## src/rtl/lc3b_types.sv

```systemverilog
// Shared LC-3b types for the MEM stage: word type, MEM FSM state enum,
// and data-memory byte-enable encodings.
package lc3b_types;

    typedef logic [15:0] lc3b_word;

    typedef enum logic [2:0] {
        IDLE,
        ACCESS,
        IND_PTR,
        IND_ACCESS,
        HOLD
    } lc3b_mem_state;

    localparam logic [1:0] BE_NONE = 2'b00;
    localparam logic [1:0] BE_LO   = 2'b01;
    localparam logic [1:0] BE_HI   = 2'b10;
    localparam logic [1:0] BE_WORD = 2'b11;

endpackage

```

## src/rtl/mem_byte_lane.sv

```systemverilog
// Byte-lane steering for data memory: write enables, replicated store
// data and sign-extended load data. Ports: addr0, byte_op, wdata, rdata
// in; byte_enable, wdata_lane, rdata_lane out.
module mem_byte_lane
    import lc3b_types::*;
(
    input  logic       addr0,
    input  logic       byte_op,
    input  lc3b_word   wdata,
    input  lc3b_word   rdata,
    output logic [1:0] byte_enable,
    output lc3b_word   wdata_lane,
    output lc3b_word   rdata_lane
);

    logic [7:0] rbyte;

    always_comb begin
        byte_enable = BE_WORD;
        wdata_lane  = wdata;
        rdata_lane  = rdata;
        rbyte       = addr0 ? rdata[15:8] : rdata[7:0];
        if (byte_op) begin
            byte_enable = addr0 ? BE_HI : BE_LO;
            wdata_lane  = {wdata[7:0], wdata[7:0]};
            rdata_lane  = {{8{rbyte[7]}}, rbyte};
        end
    end

endmodule

```

## src/rtl/mem_access.sv

```systemverilog
// LC-3b MEM stage: LDR/STR/LDB/STB/LDI/STI data-memory handshake FSM.
// Ports: execute controls in, dmem_* request/response, mem_stall,
// rdata_out/done to writeback. Option MEM_ALIGN_CHECK_EN adds align_err.
module mem_access
    import lc3b_types::*;
#(
    parameter int ADDR_W = 16,
    parameter int DATA_W = 16
) (
    input  logic              clk,
    input  logic              reset_n,
    input  logic              valid_in,
    input  logic              mem_read_in,
    input  logic              mem_write_in,
    input  logic              indirect_in,
    input  logic              byte_in,
    input  logic [ADDR_W-1:0] address_in,
    input  logic [DATA_W-1:0] wdata_in,
    input  logic              pipe_advance,
    output logic [ADDR_W-1:0] dmem_address,
    output logic              dmem_read,
    output logic              dmem_write,
    output logic [1:0]        dmem_byte_enable,
    output logic [DATA_W-1:0] dmem_wdata,
    input  logic [DATA_W-1:0] dmem_rdata,
    input  logic              dmem_resp,
    output logic              mem_stall,
    output logic [DATA_W-1:0] rdata_out,
    output logic              done
`ifdef MEM_ALIGN_CHECK_EN
    ,
    output logic              align_err
`endif
);

    lc3b_mem_state state, state_d;

    lc3b_word      addr_d, wd_d, rdata_d, wdata_q, wdata_q_d;
    logic          rd_d, wr_d, done_d;
    logic [1:0]    be_d;
    logic [15:1]   ptr, ptr_d;
    logic          is_wr, is_wr_d;
    logic          byte_q, byte_d;
    logic          a0_q, a0_d;
    logic          op_wr;
`ifdef MEM_ALIGN_CHECK_EN
    logic          err_d;
`endif

    logic          lane_a0, lane_byte;
    logic [1:0]    lane_be;
    lc3b_word      lane_wdata, lane_rdata;

    // Loads win if execute ever flags both, so read/write stay exclusive.
    assign op_wr = mem_write_in & ~mem_read_in;

    // Launch uses live inputs; the load result uses the latched lane.
    assign lane_a0   = (state == IDLE) ? address_in[0] : a0_q;
    assign lane_byte = (state == IDLE) ? (byte_in & ~indirect_in) : byte_q;

    mem_byte_lane u_lane (
        .addr0       (lane_a0),
        .byte_op     (lane_byte),
        .wdata       (wdata_in),
        .rdata       (dmem_rdata),
        .byte_enable (lane_be),
        .wdata_lane  (lane_wdata),
        .rdata_lane  (lane_rdata)
    );

    always_comb begin
        state_d   = state;
        addr_d    = dmem_address;
        rd_d      = dmem_read;
        wr_d      = dmem_write;
        be_d      = dmem_byte_enable;
        wd_d      = dmem_wdata;
        rdata_d   = rdata_out;
        done_d    = done;
        ptr_d     = ptr;
        is_wr_d   = is_wr;
        byte_d    = byte_q;
        a0_d      = a0_q;
        wdata_q_d = wdata_q;
`ifdef MEM_ALIGN_CHECK_EN
        err_d     = align_err;
`endif
        mem_stall = 1'b0;

        unique case (state)
            IDLE: begin
                done_d = 1'b0;
                if (valid_in && (mem_read_in || mem_write_in)) begin
                    mem_stall = 1'b1;
                    is_wr_d   = op_wr;
                    byte_d    = byte_in & ~indirect_in;
                    a0_d      = address_in[0];
                    wdata_q_d = wdata_in;
                    addr_d    = {address_in[15:1], 1'b0};
                    if (indirect_in) begin
                        state_d = IND_PTR;
                        rd_d    = 1'b1;
                        wr_d    = 1'b0;
                        be_d    = BE_NONE;
                        wd_d    = '0;
                    end
`ifdef MEM_ALIGN_CHECK_EN
                    else if (!byte_in && address_in[0]) begin
                        state_d = HOLD;
                        done_d  = 1'b1;
                        rdata_d = '0;
                        err_d   = 1'b1;
                    end
`endif
                    else begin
                        state_d = ACCESS;
                        rd_d    = ~op_wr;
                        wr_d    = op_wr;
                        be_d    = op_wr ? lane_be : BE_NONE;
                        wd_d    = op_wr ? lane_wdata : '0;
                    end
                end
            end

            ACCESS, IND_ACCESS: begin
                mem_stall = 1'b1;
                // Pointer register already drove this address; keep it.
                if (state == IND_ACCESS) addr_d = {ptr, 1'b0};
                if (dmem_resp) begin
                    state_d = HOLD;
                    rd_d    = 1'b0;
                    wr_d    = 1'b0;
                    be_d    = BE_NONE;
                    wd_d    = '0;
                    done_d  = 1'b1;
                    if (!is_wr) rdata_d = lane_rdata;
                end
            end

            IND_PTR: begin
                mem_stall = 1'b1;
                if (dmem_resp) begin
                    ptr_d  = dmem_rdata[15:1];
                    addr_d = {dmem_rdata[15:1], 1'b0};
`ifdef MEM_ALIGN_CHECK_EN
                    if (dmem_rdata[0]) begin
                        state_d = HOLD;
                        rd_d    = 1'b0;
                        wr_d    = 1'b0;
                        done_d  = 1'b1;
                        rdata_d = '0;
                        err_d   = 1'b1;
                    end else
`endif
                    begin
                        state_d = IND_ACCESS;
                        rd_d    = ~is_wr;
                        wr_d    = is_wr;
                        be_d    = is_wr ? BE_WORD : BE_NONE;
                        wd_d    = is_wr ? wdata_q : '0;
                    end
                end
            end

            HOLD: begin
                if (pipe_advance) begin
                    state_d = IDLE;
                    done_d  = 1'b0;
`ifdef MEM_ALIGN_CHECK_EN
                    err_d   = 1'b0;
`endif
                end
            end

            default: state_d = IDLE;
        endcase
    end

    always_ff @(posedge clk or negedge reset_n) begin
        if (!reset_n) begin
            state            <= IDLE;
            dmem_address     <= '0;
            dmem_read        <= 1'b0;
            dmem_write       <= 1'b0;
            dmem_byte_enable <= BE_NONE;
            dmem_wdata       <= '0;
            rdata_out        <= '0;
            done             <= 1'b0;
            ptr              <= '0;
            is_wr            <= 1'b0;
            byte_q           <= 1'b0;
            a0_q             <= 1'b0;
            wdata_q          <= '0;
`ifdef MEM_ALIGN_CHECK_EN
            align_err        <= 1'b0;
`endif
        end else begin
            state            <= state_d;
            dmem_address     <= addr_d;
            dmem_read        <= rd_d;
            dmem_write       <= wr_d;
            dmem_byte_enable <= be_d;
            dmem_wdata       <= wd_d;
            rdata_out        <= rdata_d;
            done             <= done_d;
            ptr              <= ptr_d;
            is_wr            <= is_wr_d;
            byte_q           <= byte_d;
            a0_q             <= a0_d;
            wdata_q          <= wdata_q_d;
`ifdef MEM_ALIGN_CHECK_EN
            align_err        <= err_d;
`endif
        end
    end

endmodule

```

## config.mk

```make
export PLATFORM = sky130hd
export DESIGN_NAME = mem_access
export DESIGN_NICKNAME = d
export VERILOG_FILES = /design/src/rtl/lc3b_types.sv /design/src/rtl/mem_byte_lane.sv /design/src/rtl/mem_access.sv
export SDC_FILE = /design/constraint.sdc
export NUM_CORES = 1
export LEC_CHECK = 0
export BUFFER_PORTS_ARGS = -buffer_cell sky130_fd_sc_hd__buf_2
export CORE_MARGIN = 2
export CORE_UTILIZATION = 40
export CTS_CLUSTER_DIAMETER = 80
export CTS_CLUSTER_SIZE = 10
export DETAILED_ROUTE_END_ITERATION = 8
export PLACE_DENSITY_LB_ADDON = 0.12
export SLEW_MARGIN = 10
export SYNTH_ARGS = -nofsm -noshare
export SYNTH_HDL_FRONTEND = slang
export SYNTH_HIERARCHICAL = 1
export SYNTH_SLANG_ARGS = --single-unit
```

## constraint.sdc

```tcl
create_clock -name clk -period 3 [get_ports clk]
set_clock_uncertainty 0.2 [all_clocks]
set_input_delay 0.15 -clock clk [delete_from_list [all_inputs] [get_ports clk]]
set_output_delay 0.15 -clock clk [all_outputs]
set_load 0.03 [all_outputs]
```

# Yosys cells after proc, flatten, opt, wreduce, memory -nomap -nowiden
# Cells that the tools add are included.
[word_totals]
reg_bits = 90
in_bits = 57
out_inout_bits = 54
elab_cells = 87
[classes]
n_eq_ne = 9
n_mux = 45
n_bitwise = 6
reduce_logical = 14
[ops]
columns = ["cell", "n"]
rows = [
  ["$mux 16", 11],
  ["$pmux 16 s3", 2],
  ["$mux 2", 9],
  ["$mux 1", 12],
  ["$mux 3", 4],
  ["$pmux 3 s4", 1],
  ["$reduce_and 4->1", 3],
  ["$pmux 1 s3", 3],
  ["$mux 8", 1],
  ["$ne 2x2->1 const B", 4],
  ["$eq 3x2->1 const B", 2],
  ["$pmux 2 s3", 1],
  ["$reduce_and 3->1", 2],
  ["$reduce_bool 3->1", 2],
  ["$not 1->1", 4],
  ["$reduce_and 2->1", 2],
  ["$eq 3x1->1 const B", 1],
  ["$eq 3x3->1 const B", 1],
  ["$logic_not 3->1", 1],
  ["$reduce_or 3->1", 1],
  ["$and 1x1->1", 2],
  ["$ne 2x1->1 const B", 1],
  ["$pmux 1 s2", 1],
  ["$reduce_or 2->1", 1],
  ["other kinds (2)", 2],
]

# Longest topological paths before layout
# Gate-level depths: netlist (run 1).
[depth]
ltp_word = 8
ltp_mapped = 8
ltp_nobuf = 5

# Modules after synthesis
# The synthesis (run 1) kept the hierarchy.
[by_module_without_submodules]
columns = ["mod", "instances", "cells_each", "area_per_inst_um2", "seq_area_each_um2"]
rows = [
  ["mem_access", 1, 321, 3976.3, 2227.1],
  ["mem_byte_lane", 1, 45, 379.1, 0.0],
]

# Least setup slack after synthesis (run 1)
# No wires, ideal clock.
[synth_path]
kind = "reg-to-reg"
startpoint = "register state[1]"
endpoint = "register rdata_out[5]"
setup_time_ns = 0.125
arrival_ns = 2.001
t_required_ns = 2.675
slack_ns = 0.675
path_stages_with_launch = 8
path_buffers = 2
period_less_slack_ns = 2.325
cell_sequence = "dfrtp_1 > buf_6 > nor3_1 > mux2_2 > buf_6 > nand2_4 > mux2_2 > mux2_2"
[synth_via]
elab_cells_between_ends = 9
cone_classes = "eq/ne: 2; mux: 4; reduce/logical: 3"
[synth_rtl]
columns = ["item", "line", "text"]
rows = [
  ["from (decl)", "mem_access.sv:36", "lc3b_mem_state state, state_d;"],
  ["from (signal assigned)", "mem_access.sv:198", "state <= state_d;"],
  ["$logic_not 3->1", "mem_access.sv:59", "assign lane_byte = (state == IDLE) ? (byte_in & ~indirect_in) : byte_q;"],
  ["$mux 1", "mem_access.sv:59", ""],
  ["net lane_byte", "mem_access.sv:50", "logic lane_a0, lane_byte;"],
  ["$mux 16", "mem_byte_lane.sv:23", "if (byte_op) begin"],
  ["net lane_rdata[5]", "mem_access.sv:52", "lc3b_word lane_wdata, lane_rdata;"],
  ["to (signal assigned)", "mem_access.sv:204", "rdata_out <= rdata_d;"],
  ["to (decl)", "mem_access.sv:28", "output logic [DATA_W-1:0] rdata_out,"],
]
# The timed path passes the listed nets, and every way through them passes these cells.
# A chain may end at the register's enable or synchronous reset.

# Worst setup path after layout (run 1)
[layout_path]
startpoint = "register state[0]"
endpoint = "register rdata_out[1]"
# Same word-level chain as after synthesis.

==> run summary, run 1 <==
Cell Area, Synth - 4355 sq um
Avg Cell Area, Syn - 11.90 sq um
Core ar. - 10750 sq um
Final Max Slew Viols - 0
Combinational Power Share - 52.2%
CTS root buf - clkbuf_8
maximum number of pins on one net before global-route repair - 90
number of synthesis warnings - 6
chip width - 108.4 microns
clock latency on the worst-skew pair - 0.35 ns
Detail Placement HPWL - 7098 microns
ys flop type - dfrtp_1
Period minus WS final - 2.620 ns
Crit Path Max Fanout - 12
Hold WS - 0.01206 ns
total number of vias - 3318
VDD IR-drop max - 0.4539 mV
asr flop ratio synth - 100.0%
syn_nets - 423
routed length per placed instance - 15.50 microns
buffer depth of the longest clock path - 2
met1 usage - 23.28%
Final Util - 52.92%
1st-iter DRT viols - 133
CTS tree - done
status - finished clean
Post-synth EDFFs - 0
NetSw - 2673 uW
first-pass GRT wire length - 16910 microns
RSZ-0062 raised after global routing - no
n_diodes - 0
Pwr Total - 6295 uW
origin of the critical flop-to-flop path - state[0]$_DFFE_PN0P_
Synth area leaders - dfrtp_1 (51%), mux2_2 (21%), a21oi_1 (5.3%), nor2_1 (2.7%), a22oi_1 (2.6%)
Rel. slew slack - 54.70%
#FFs+latches synth - 89
CP required - 3.04 ns
Clock Pin Slew Worst Setup and Hold Paths - 0.10 ns
Syn-to-layout area delta - 30.57%
detailed-route wire length - 10270 microns
Final Hold Viols - 0
via/cell ratio - 5.005
post-synthesis cell count - 366
Switching Fraction - 42.47%
Clk pwr share - 13.5%
CTS sink cnt - 89
Hold/Removal Path Class - in -> reg
setup bufs post-CTS - 0
grt met3 use - 3.797%
initial antenna violation count - 0
TritonCTS Buffers - 9
Setup violations, final - 0
IO Count - 111
Reg2Reg Depth - 5
Cell Int Power - 3622 uW
vias in the first global route - 3395
Die ar. - 11740 sq um
most used routing layer - met2
Antenna Nets Post-Route - 0
nets@finish - 576
DRC - 0
P_leak - 0.002507 uW
hold path start - mem_read_in
critical path type - reg -> reg
M2 GR Usage - 31.45%
H-tree depth - 3
reg2reg end - rdata_out[1]$_DFFE_PN0P_
DRT Pass-1 Iters - 4
Site Rows - 38
max-cap check violation count - 0
crit path DAT - 2.66 ns
Achievable Freq - 381.6 MHz
period utilization - 87.34%
Seq pwr share - 34.3%
GPL Wtd Cong - 0.8241
Initial Util - 40.53%
Hold Path Depth - 3
Seq/Total Area, Yosys - 51.13%
total negative slack - 0 ns
Fillers - 1014
Worst Hold Endpoint - is_wr$_DFFE_PN0P_
quantity of I/O buffers inserted on ports - 109
top cell type's share of synthesized area - 51.13%
post-synth top area cell - dfrtp_1
GRT Overall Usage - 18.55%
PwrDens - 1107 nW/um^2
CP Capture Type - register
worst-margin pin slew - 0.6794 ns
post-synth cell types - 37
total grt overflow - 0
FF-to-FF setup slack - 0.38 ns
layout cells sized above 1 - 43.79%
Startpoint Class - register
Die Span Y - 108.4 microns
## cell families after synthesis
group           after synthesis  share of synthesized area, %
simple gates                 61                         7.929
flops                        89                         51.13
mux                          85                         22.01
other cells                   1                       0.08610
buf+inv                      37                         5.803
compound gates               93                         13.04
## repair_timing
action / CTS / global route
resized for setup: 0 / 0
hold buffers: 53 / 0
hold endpoints to repair: 153 / 0
## worst max-delay path, cell delays in order (launching register included)
cell,delay (ns)
dfrtp_1,0.55
nor3_1,0.41
mux2_2,0.54
nand2_4,0.19
mux2_2,0.35
mux2_2,0.26
## registers in the layout, indices dropped and copies added (netlist names), 2 cells and up
| signal | count |
|---|---|
| dmem_wdata | 16 |
| rdata_out | 16 |
| wdata_q | 16 |
| dmem_address | 15 |
| ptr | 15 |
| state | 3 |
| dmem_byte_enable | 2 |
## placed cells by master, fill, tap and decap left out, types with 2 or more instances in the layout
cell type,n
a21oi_1,46
clkinv_1,2
clkinv_4,2
dfrtp_1,89
mux2_2,83
nand2_1,2
clkbuf_8,10
o22ai_1,16
inv_1,3
buf_2,108
a22oi_1,15
dlygate4sd3_1,53
nor2b_1,16
buf_4,12
nand2b_1,2
o21ai_0,7
nor3_1,2
nor2_1,31
## synth_stat cells (2+ instances only)
library cell  number
buf_6              7
buf_4             15
buf_2              4
a21oi_1           46
dfrtp_1           89
a22oi_1           15
nand2_1            2
inv_1              3
nor2b_1           16
clkbuf_1           6
o22ai_1           16
nor3_1             2
nor2_1            31
clkinv_1           2
o21ai_0            7
mux2_2            83
nand2b_1           2
## how the worst max path moves through the flow
stage	startpoint	to	slack (ns)	cells after the start
3_3_place_gp	state[0]$_DFFE_PN0P_	rdata_out[3]$_DFFE_PN0P_	0.45	5
5_1_grt	state[0]$_DFFE_PN0P_	rdata_out[4]$_DFFE_PN0P_	0.19	5
4_1_cts	state[0]$_DFFE_PN0P_	rdata_out[1]$_DFFE_PN0P_	0.36	5
2_1_floorplan	state[1]$_DFFE_PN0P_	rdata_out[5]$_DFFE_PN0P_	0.67	7
6_report	state[0]$_DFFE_PN0P_	rdata_out[1]$_DFFE_PN0P_	0.38	5
3_5_place_dp	state[0]$_DFFE_PN0P_	rdata_out[6]$_DFFE_PN0P_	0.40	5
## stage by stage
stage	setup WS, ns	area, sq um	std cells
floorplan	0.6746	4355	366
global placement	0.4457	4955	595
detailed placement	0.4025	4955	595
CTS	0.3589	5687	663
global route	0.1859	5687	663
finish	0.3797	5687	663
## power by group through the flow
stage / clock network [uW] / registers, uW / logic, uW
floorplan: 0 / 2810 / 1850
global route: 929 / 2240 / 3600
detailed placement: 0 / 2190 / 3260
CTS: 877 / 2160 / 3330
finish: 848 / 2160 / 3290
global placement: 0 / 2160 / 3220
## final cells by class
cell class              count  area [sq um]  share of cell area [%]
repair buffers            174          1181                   20.77
multi-input cells         240          1883                   33.11
well taps                 140         175.2                   3.080
inverters                   5         18.77                  0.3300
clock buffers              10         137.6                   2.420
clock inverters             5         63.81                   1.122
flip-flops and latches     89          2227                   39.16
## routing by layer
layer  share of wire [%]  wire length [microns]
met1                  44                   4520
met2                  49                   5014
met3                 5.3                    546
met4                 1.9                    192
met5                   0                      0
Power figures use the tool's default switching activity.
==> run 2: changes to the inputs <==
MAX_ROUTING_LAYER = met4   (was not set)
SYNTH_HIERARCHICAL = not set   (was 1)
==> run 2 against run 1 <==
  * Core utilization fell by 0.48 points
  * Via count increased by 7.1%
  * First-iteration DRC count rose by 4.5%
  * Worst setup slack worse by 0.17 ns
  * Final area decreased by 1.3%
  * Highest routed layer unchanged
==> run summary, run 2 <==
total negative slack - 0 ns (unchanged)
VDD IR-drop max - 0.4134 mV (was 0.4539 mV)
layout cells sized above 1 - 36.91% (was 43.79%)
Die ar. - 11690 sq um (was 11740 sq um)
Syn-to-layout area delta - 29.41% (was 30.57%)
Fillers - 993 (was 1014)
Core ar. - 10700 sq um (was 10750 sq um)
CP Capture Type - register (unchanged)
Post-synth top cells - dfrtp_1 (89), mux2_2 (46), nand2_1 (32) (was dfrtp_1 (89), mux2_2 (83), a21oi_1 (46))
via/cell ratio - 5.290 (was 5.005)
count leader, synth - dfrtp_1 (unchanged)
Period minus WS final - 2.789 ns (was 2.620 ns)
GPL Wtd Cong - 0.7931 (was 0.8241)
ys flop type - dfrtp_1 (unchanged)
commonest non-fill, non-tap cell in the layout - buf_2 (unchanged)
Final Max Slew Viols - 0 (unchanged)
Post-synth EDFFs - 0 (unchanged)
max-cap check violation count - 0 (unchanged)
IO Count - 111 (unchanged)
Final Hold Viols - 0 (unchanged)
Setup violations, final - 0 (unchanged)
Cell Area, Synth - 4335 sq um (was 4355 sq um)
initial antenna violation count - 1 (was 0)
CTS root buf - clkbuf_8 (unchanged)
M1 WL - 5151 microns (was 4520 microns)
DR top layer - met4 (unchanged)
cts hold-fix bufs - 43 (was 53)
detailed-route wire length - 11530 microns (was 10270 microns)
H-tree depth - 3 (unchanged)
Achievable Freq - 358.5 MHz (was 381.6 MHz)
Site Rows - 38 (unchanged)
Rel. slew slack - 49.31% (was 54.70%)
Met3 Wirelength - 600 microns (was 546 microns)
Detail Placement HPWL - 7948 microns (was 7098 microns)
P_leak - 0.002644 uW (was 0.002507 uW)
CP required - 3.03 ns (was 3.04 ns)
Hold WS - 0.009183 ns (was 0.01206 ns)
Non-Filler Cell Area, Final - 5610 sq um (was 5687 sq um)
Pwr Total - 6019 uW (was 6295 uW)
Multi-input gate area - 1911 sq um (was 1883 sq um)
period utilization - 92.98% (was 87.34%)
setup bufs post-CTS - 0 (unchanged)
number of synthesis warnings - 0 (was 6)
Hold/Removal Path Class - in -> reg (unchanged)
met2 wire length - 5685 microns (was 5014 microns)
DP Area - 4996 sq um (was 4955 sq um)
first-pass GRT wire length - 18750 microns (was 16910 microns)
routed length per placed instance - 17.16 microns (was 15.50 microns)
Initial Util - 40.53% (about the same)
total number of vias - 3555 (was 3318)
asr flop ratio synth - 100.0% (unchanged)
maximum number of pins on one net before global-route repair - 52 (was 90)
clock latency on the worst-skew pair - 0.35 ns (about the same)
Clock Pin Slew Worst Setup and Hold Paths - 0.08 ns (was 0.10 ns)
GRT Overall Usage - 21.38% (was 18.55%)
Startpoint Class - register (unchanged)
status - finished clean (unchanged)
post-synthesis cell count - 379 (was 366)
critical path type - reg -> reg (unchanged)
Post-CTS Resized - 0 (unchanged)
1st-iter DRT viols - 139 (was 133)
vias in the first global route - 3665 (was 3395)
Synth area leaders - dfrtp_1 (51%), mux2_2 (12%), a22oi_1 (5.2%), mux2i_1 (4.2%), nand2_1 (2.8%) (was dfrtp_1 (51%), mux2_2 (21%), a21oi_1 (5.3%), nor2_1 (2.7%), a22oi_1 (2.6%))
CTS tree - done (unchanged)
post-synth cell types - 44 (was 37)
nets@finish - 584 (was 576)
RSZ-0062 raised after global routing - no (unchanged)
worst-margin pin slew - 0.7578 ns (was 0.6794 ns)
PwrDens - 1073 nW/um^2 (was 1107 nW/um^2)
syn_nets - 436 (was 423)
commonest non-fill, non-tap cells in the layout - buf_2 (108), dfrtp_1 (89), mux2_2 (46) (was buf_2 (108), dfrtp_1 (89), mux2_2 (83))
TritonCTS Buffers - 9 (unchanged)
DRT Pass-1 Iters - 4 (unchanged)
Crit Path Max Fanout - 17 (was 12)
Antenna Nets Post-Route - 0 (unchanged)
post-synth top area cell - dfrtp_1 (unchanged)
Seq/Total Area, Yosys - 51.37% (was 51.13%)
Avg Cell Area, Syn - 11.44 sq um (was 11.90 sq um)
Reg area - 2227 sq um (unchanged)
Largest regs - dmem_wdata (16), rdata_out (16), wdata_q (16) (unchanged)
buffer depth of the longest clock path - 2 (unchanged)
total grt overflow - 0 (unchanged)
#FFs+latches synth - 89 (unchanged)
quantity of I/O buffers inserted on ports - 109 (unchanged)
top cell type's share of synthesized area - 51.37% (was 51.13%)
crit path DAT - 2.82 ns (was 2.66 ns)
chip width - 108.1 microns (was 108.4 microns)
DRC - 0 (unchanged)
Die Span Y - 108.1 microns (was 108.4 microns)
CTS sink cnt - 89 (unchanged)
## run 2: worst paths after layout
check | from | end | slack [ns] | cells past startpoint
worst max-delay path | state[2]$_DFFE_PN0P_ | rdata_out[0]$_DFFE_PN0P_ | 0.21 | 6
worst min-delay path | address_in[3] | dmem_address[3]$_DFFE_PN0P_ | 0.009 | 4
worst max register to register | state[2]$_DFFE_PN0P_ | rdata_out[0]$_DFFE_PN0P_ | 0.21 | 6
worst min register to register | dmem_write$_DFFE_PN0P_ | dmem_write$_DFFE_PN0P_ | 0.28 | 2
max in group asynchronous | reset_n | rdata_out[15]$_DFFE_PN0P_ | 1.68 | 3
min in group asynchronous | reset_n | rdata_out[10]$_DFFE_PN0P_ | 0.16 | 2
## run 2: critical path, stage by stage, from the launching register on
cell and delay [ns]:
dfrtp_1 0.60, o311a_1 0.38, a31oi_1 0.37, buf_4 0.27
mux2i_1 0.21, dlygate4sd3_1 0.57, o21ai_1 0.06
## run 2: cells by family after synthesis
kind of cell	after synthesis	synth area share [%]
compound gates	105	16.97
buf+inv	38	4.762
flops	89	51.37
mux	69	17.75
other cells	1	0.08650
simple gates	77	9.062
## run 2: power by group
| part | internal (uW) | switching, uW | total (uW) |
|---|---|---|---|
| clock | 364 | 408 | 773 |
| combinational | 1250 | 1830 | 3080 |
| sequential | 1780 | 386 | 2170 |
| total | 3390 | 2630 | 6020 |
## run 2: final cells by class
type | instances | area share (%)
Antenna cell | 1 | 0.04460
Tap cell | 140 | 3.122
Multi-Input combinational cell | 252 | 34.05
Clock buffer | 13 | 3.011
Clock inverter | 2 | 0.2230
Sequential cell | 89 | 39.70
Timing Repair Buffer | 165 | 19.18
Inverter | 10 | 0.6690
## run 2: stage by stage
step	std cells	utilization [%]	worst slack, ns
2_1_floorplan	379	-	1.126
3_3_place_gp	613	46.70	0.7235
3_5_place_dp	613	46.70	0.6656
4_1_cts	671	52.42	0.2292
5_1_grt	672	52.44	0.01182
6_report	672	52.44	0.2106
## run 2: routing by layer
metal  up-vias  track usage, %
met1      1761           27.44
met4         0           5.952
met3         8           4.159
li1       1677               -
met2       109           34.73
met5         -               -
==> run 3: changes to the inputs <==
CTS_BUF_LIST = sky130_fd_sc_hd__clkbuf_8   (was not set)
GPL_TIMING_DRIVEN = 0   (was not set)
==> run 3 against run 2 <==
  * First-iteration DRC count grew 44%
  * Cell count grew 2.4%
  * Core utilization grew 0.74 points
  * Maximum frequency grew 17%
  * Flip-flop and latch count is the same
  * Die area is the same
  * Critical path depth grew 1
  * Highest routed layer unchanged
==> run summary, run 3 (synthesis results as in run 2) <==
status - finished clean (unchanged)
initial antenna violation count - 1 (unchanged)
Period minus WS final - 2.389 ns (was 2.789 ns)
Switching Fraction - 44.31% (was 43.62%)
layout cells sized above 1 - 36.93% (was 36.91%)
Worst path slowest cell - dlygate4sd3_1 (was dfrtp_1)
Die Span Y - 108.1 microns (unchanged)
period utilization - 79.63% (was 92.98%)
Crit Path Max Fanout - 10 (was 17)
Clk pwr share - 12.6% (was 12.8%)
CTS sink cnt - 89 (unchanged)
Site Rows - 38 (unchanged)
GRT Overall Usage - 22.09% (was 21.38%)
CTS root buf - clkbuf_8 (unchanged)
pre-CTS setup slack - 0.8921 ns (was 0.6656 ns)
Core ar. - 10700 sq um (unchanged)
Reg2Reg Depth - 7 (was 6)
FF-to-FF setup slack - 0.61 ns (was 0.21 ns)
1st-iter DRT viols - 200 (was 139)
DRC - 0 (unchanged)
Stages on worst setup path - 7 (was 6)
CTS tree - done (unchanged)
RSZ-0062 raised after global routing - no (unchanged)
detailed-route wire length - 11940 microns (was 11530 microns)
H-tree depth - 3 (unchanged)
CP Capture Type - register (unchanged)
Final Max Slew Viols - 0 (unchanged)
reg2reg end - rdata_out[0]$_DFFE_PN0P_ (unchanged)
P_leak - 0.002687 uW (was 0.002644 uW)
setup bufs post-CTS - 0 (unchanged)
GPL Wtd Cong - 0.7564 (was 0.7931)
worst path bufs/invs - 3 (was 2)
total number of vias - 3641 (was 3555)
origin of the critical flop-to-flop path - state[1]$_DFFE_PN0P_ (was state[2]$_DFFE_PN0P_)
Hold WS - 0.01565 ns (was 0.009183 ns)
commonest non-fill, non-tap cells in the layout - buf_2 (114), dfrtp_1 (89), mux2_2 (46) (was buf_2 (108), dfrtp_1 (89), mux2_2 (46))
Combinational Power Share - 53.4% (was 51.2%)
Clock Pin Slew Worst Setup and Hold Paths - 0.10 ns (was 0.08 ns)
Largest regs - dmem_wdata (16), rdata_out (16), wdata_q (16) (unchanged)
CP max stage delay - 0.56 ns (was 0.60 ns)
quantity of I/O buffers inserted on ports - 109 (unchanged)
Post-CTS Resized - 0 (unchanged)
chip width - 108.1 microns (unchanged)
cell family with most CP delay - buffers and inverters (unchanged)
total grt overflow - 0 (unchanged)
nets@finish - 599 (was 584)
Setup violations, final - 0 (unchanged)
commonest non-fill, non-tap cell in the layout - buf_2 (unchanged)
first-pass GRT wire length - 19210 microns (was 18750 microns)
Hold/Removal Path Class - in -> reg (unchanged)
buffer depth of the longest clock path - 2 (unchanged)
Achievable Freq - 418.6 MHz (was 358.5 MHz)
max-cap check violation count - 0 (unchanged)
Die ar. - 11690 sq um (unchanged)
cts hold-fix bufs - 42 (was 43)
vias in the first global route - 3635 (was 3665)
Worst Hold Endpoint - dmem_address[2]$_DFFE_PN0P_ (was dmem_address[3]$_DFFE_PN0P_)
Final Hold Viols - 0 (unchanged)
worst-margin pin slew - 0.6028 ns (was 0.7578 ns)
critical path type - reg -> reg (unchanged)
VDD IR-drop max - 0.4805 mV (was 0.4134 mV)
Setup WS post-layout - 0.6110 ns (was 0.2106 ns)
Seq pwr share - 34.0% (was 36.0%)
Syn-to-layout area delta - 31.23% (was 29.41%)
crit path DAT - 2.42 ns (was 2.82 ns)
DRT Pass-1 Iters - 4 (unchanged)
CP required - 3.03 ns (about the same)
IO Count - 111 (unchanged)
NetSw - 2711 uW (was 2625 uW)
maximum number of pins on one net before global-route repair - 47 (was 52)
routed length per placed instance - 17.36 microns (was 17.16 microns)
total negative slack - 0 ns (unchanged)
clock latency on the worst-skew pair - 0.36 ns (was 0.35 ns)
Cell Int Power - 3407 uW (was 3394 uW)
Initial Util - 40.53% (unchanged)
Hold Path Depth - 4 (unchanged)
Final Util - 53.18% (was 52.44%)
PwrDens - 1075 nW/um^2 (was 1073 nW/um^2)
TritonCTS Buffers - 9 (unchanged)
Detail Placement HPWL - 8524 microns (was 7948 microns)
via/cell ratio - 5.292 (was 5.290)
Antenna Nets Post-Route - 0 (unchanged)
hold path start - address_in[2] (was address_in[3])
crit-path cells - buf_6 > o311a_1 > a31oi_1 > buf_4 > mux2i_1 > dlygate4sd3_1 > o21ai_1 (was o311a_1 > a31oi_1 > buf_4 > mux2i_1 > dlygate4sd3_1 > o21ai_1)
Startpoint Class - register (unchanged)
Rel. slew slack - 59.82% (was 49.31%)
-- run 3: changes by cell type in the layout (fill, tap and decap cells not counted), sizes merged --
cell / previous run / this run
clkbuf: 13 / 20
buf: 122 / 128
clkinv: 1 / 3
clkinvlp: 1 / 2
dlygate4sd3: 43 / 42
inv: 10 / 11
-- run 3: power groups by stage --
| stage | clock (uW) | sequential (uW) | combinational [uW] |
|---|---|---|---|
| floorplan | 0 | 2700 | 1740 |
| global placement | 0 | 2070 | 3200 |
| detailed placement | 0 | 2110 | 3250 |
| CTS | 798 | 2080 | 3300 |
| global route | 850 | 2150 | 3550 |
| finish | 772 | 2080 | 3270 |
-- run 3: metal layers --
| metal | wire (microns) | up-vias | GRT usage, % | share of wire [%] |
|---|---|---|---|---|
| li1 | - | 1713 | - | - |
| met1 | 5324 | 1809 | 29.23 | 45 |
| met2 | 5818 | 109 | 35.22 | 49 |
| met3 | 661 | 10 | 4.280 | 5.5 |
| met4 | 138 | 0 | 5.403 | 1.2 |
| met5 | 0 | - | - | 0 |
-- run 3: cell type report --
cell class / instances / area, sq um
clock buffers: 10 / 137.6
repair buffers: 152 / 996.0
flip-flops and latches: 89 / 2227
fillers: 1012 / 5009
diodes: 1 / 2.502
inverters: 10 / 37.54
clock inverters: 6 / 42.54
plain buffers: 28 / 168.9
well taps: 140 / 175.2
multi-input cells: 252 / 1902
-- run 3: metrics by stage --
stage          instance area [sq um]  total power, uW  instances
2_1_floorplan                   4335             4432        379
3_3_place_gp                    5056             5270        628
3_5_place_dp                    5086             5352        629
4_1_cts                         5687             6176        687
5_1_grt                         5689             6553        688
6_report                        5689             6118        688
-- run 3: worst max-delay path by stage --
stage | slack, ns | from | endpoint
2_1_floorplan | 1.13 | state[1]$_DFFE_PN0P_ | dmem_address[10]$_DFFE_PN0P_
3_3_place_gp | 0.68 | reset_n | state[1]$_DFFE_PN0P_
3_5_place_dp | 0.89 | state[0]$_DFFE_PN0P_ | dmem_address[11]$_DFFE_PN0P_
4_1_cts | 0.60 | state[1]$_DFFE_PN0P_ | rdata_out[0]$_DFFE_PN0P_
5_1_grt | 0.49 | state[2]$_DFFE_PN0P_ | rdata_out[0]$_DFFE_PN0P_
6_report | 0.61 | state[1]$_DFFE_PN0P_ | rdata_out[0]$_DFFE_PN0P_
-- run 3: worst register-to-register path: stages, from the launching register on --
cell and delay, ns:
dfrtp_1 0.38, buf_6 0.15, o311a_1 0.35, a31oi_1 0.14, buf_4 0.24, mux2i_1 0.19
dlygate4sd3_1 0.56, o21ai_1 0.05
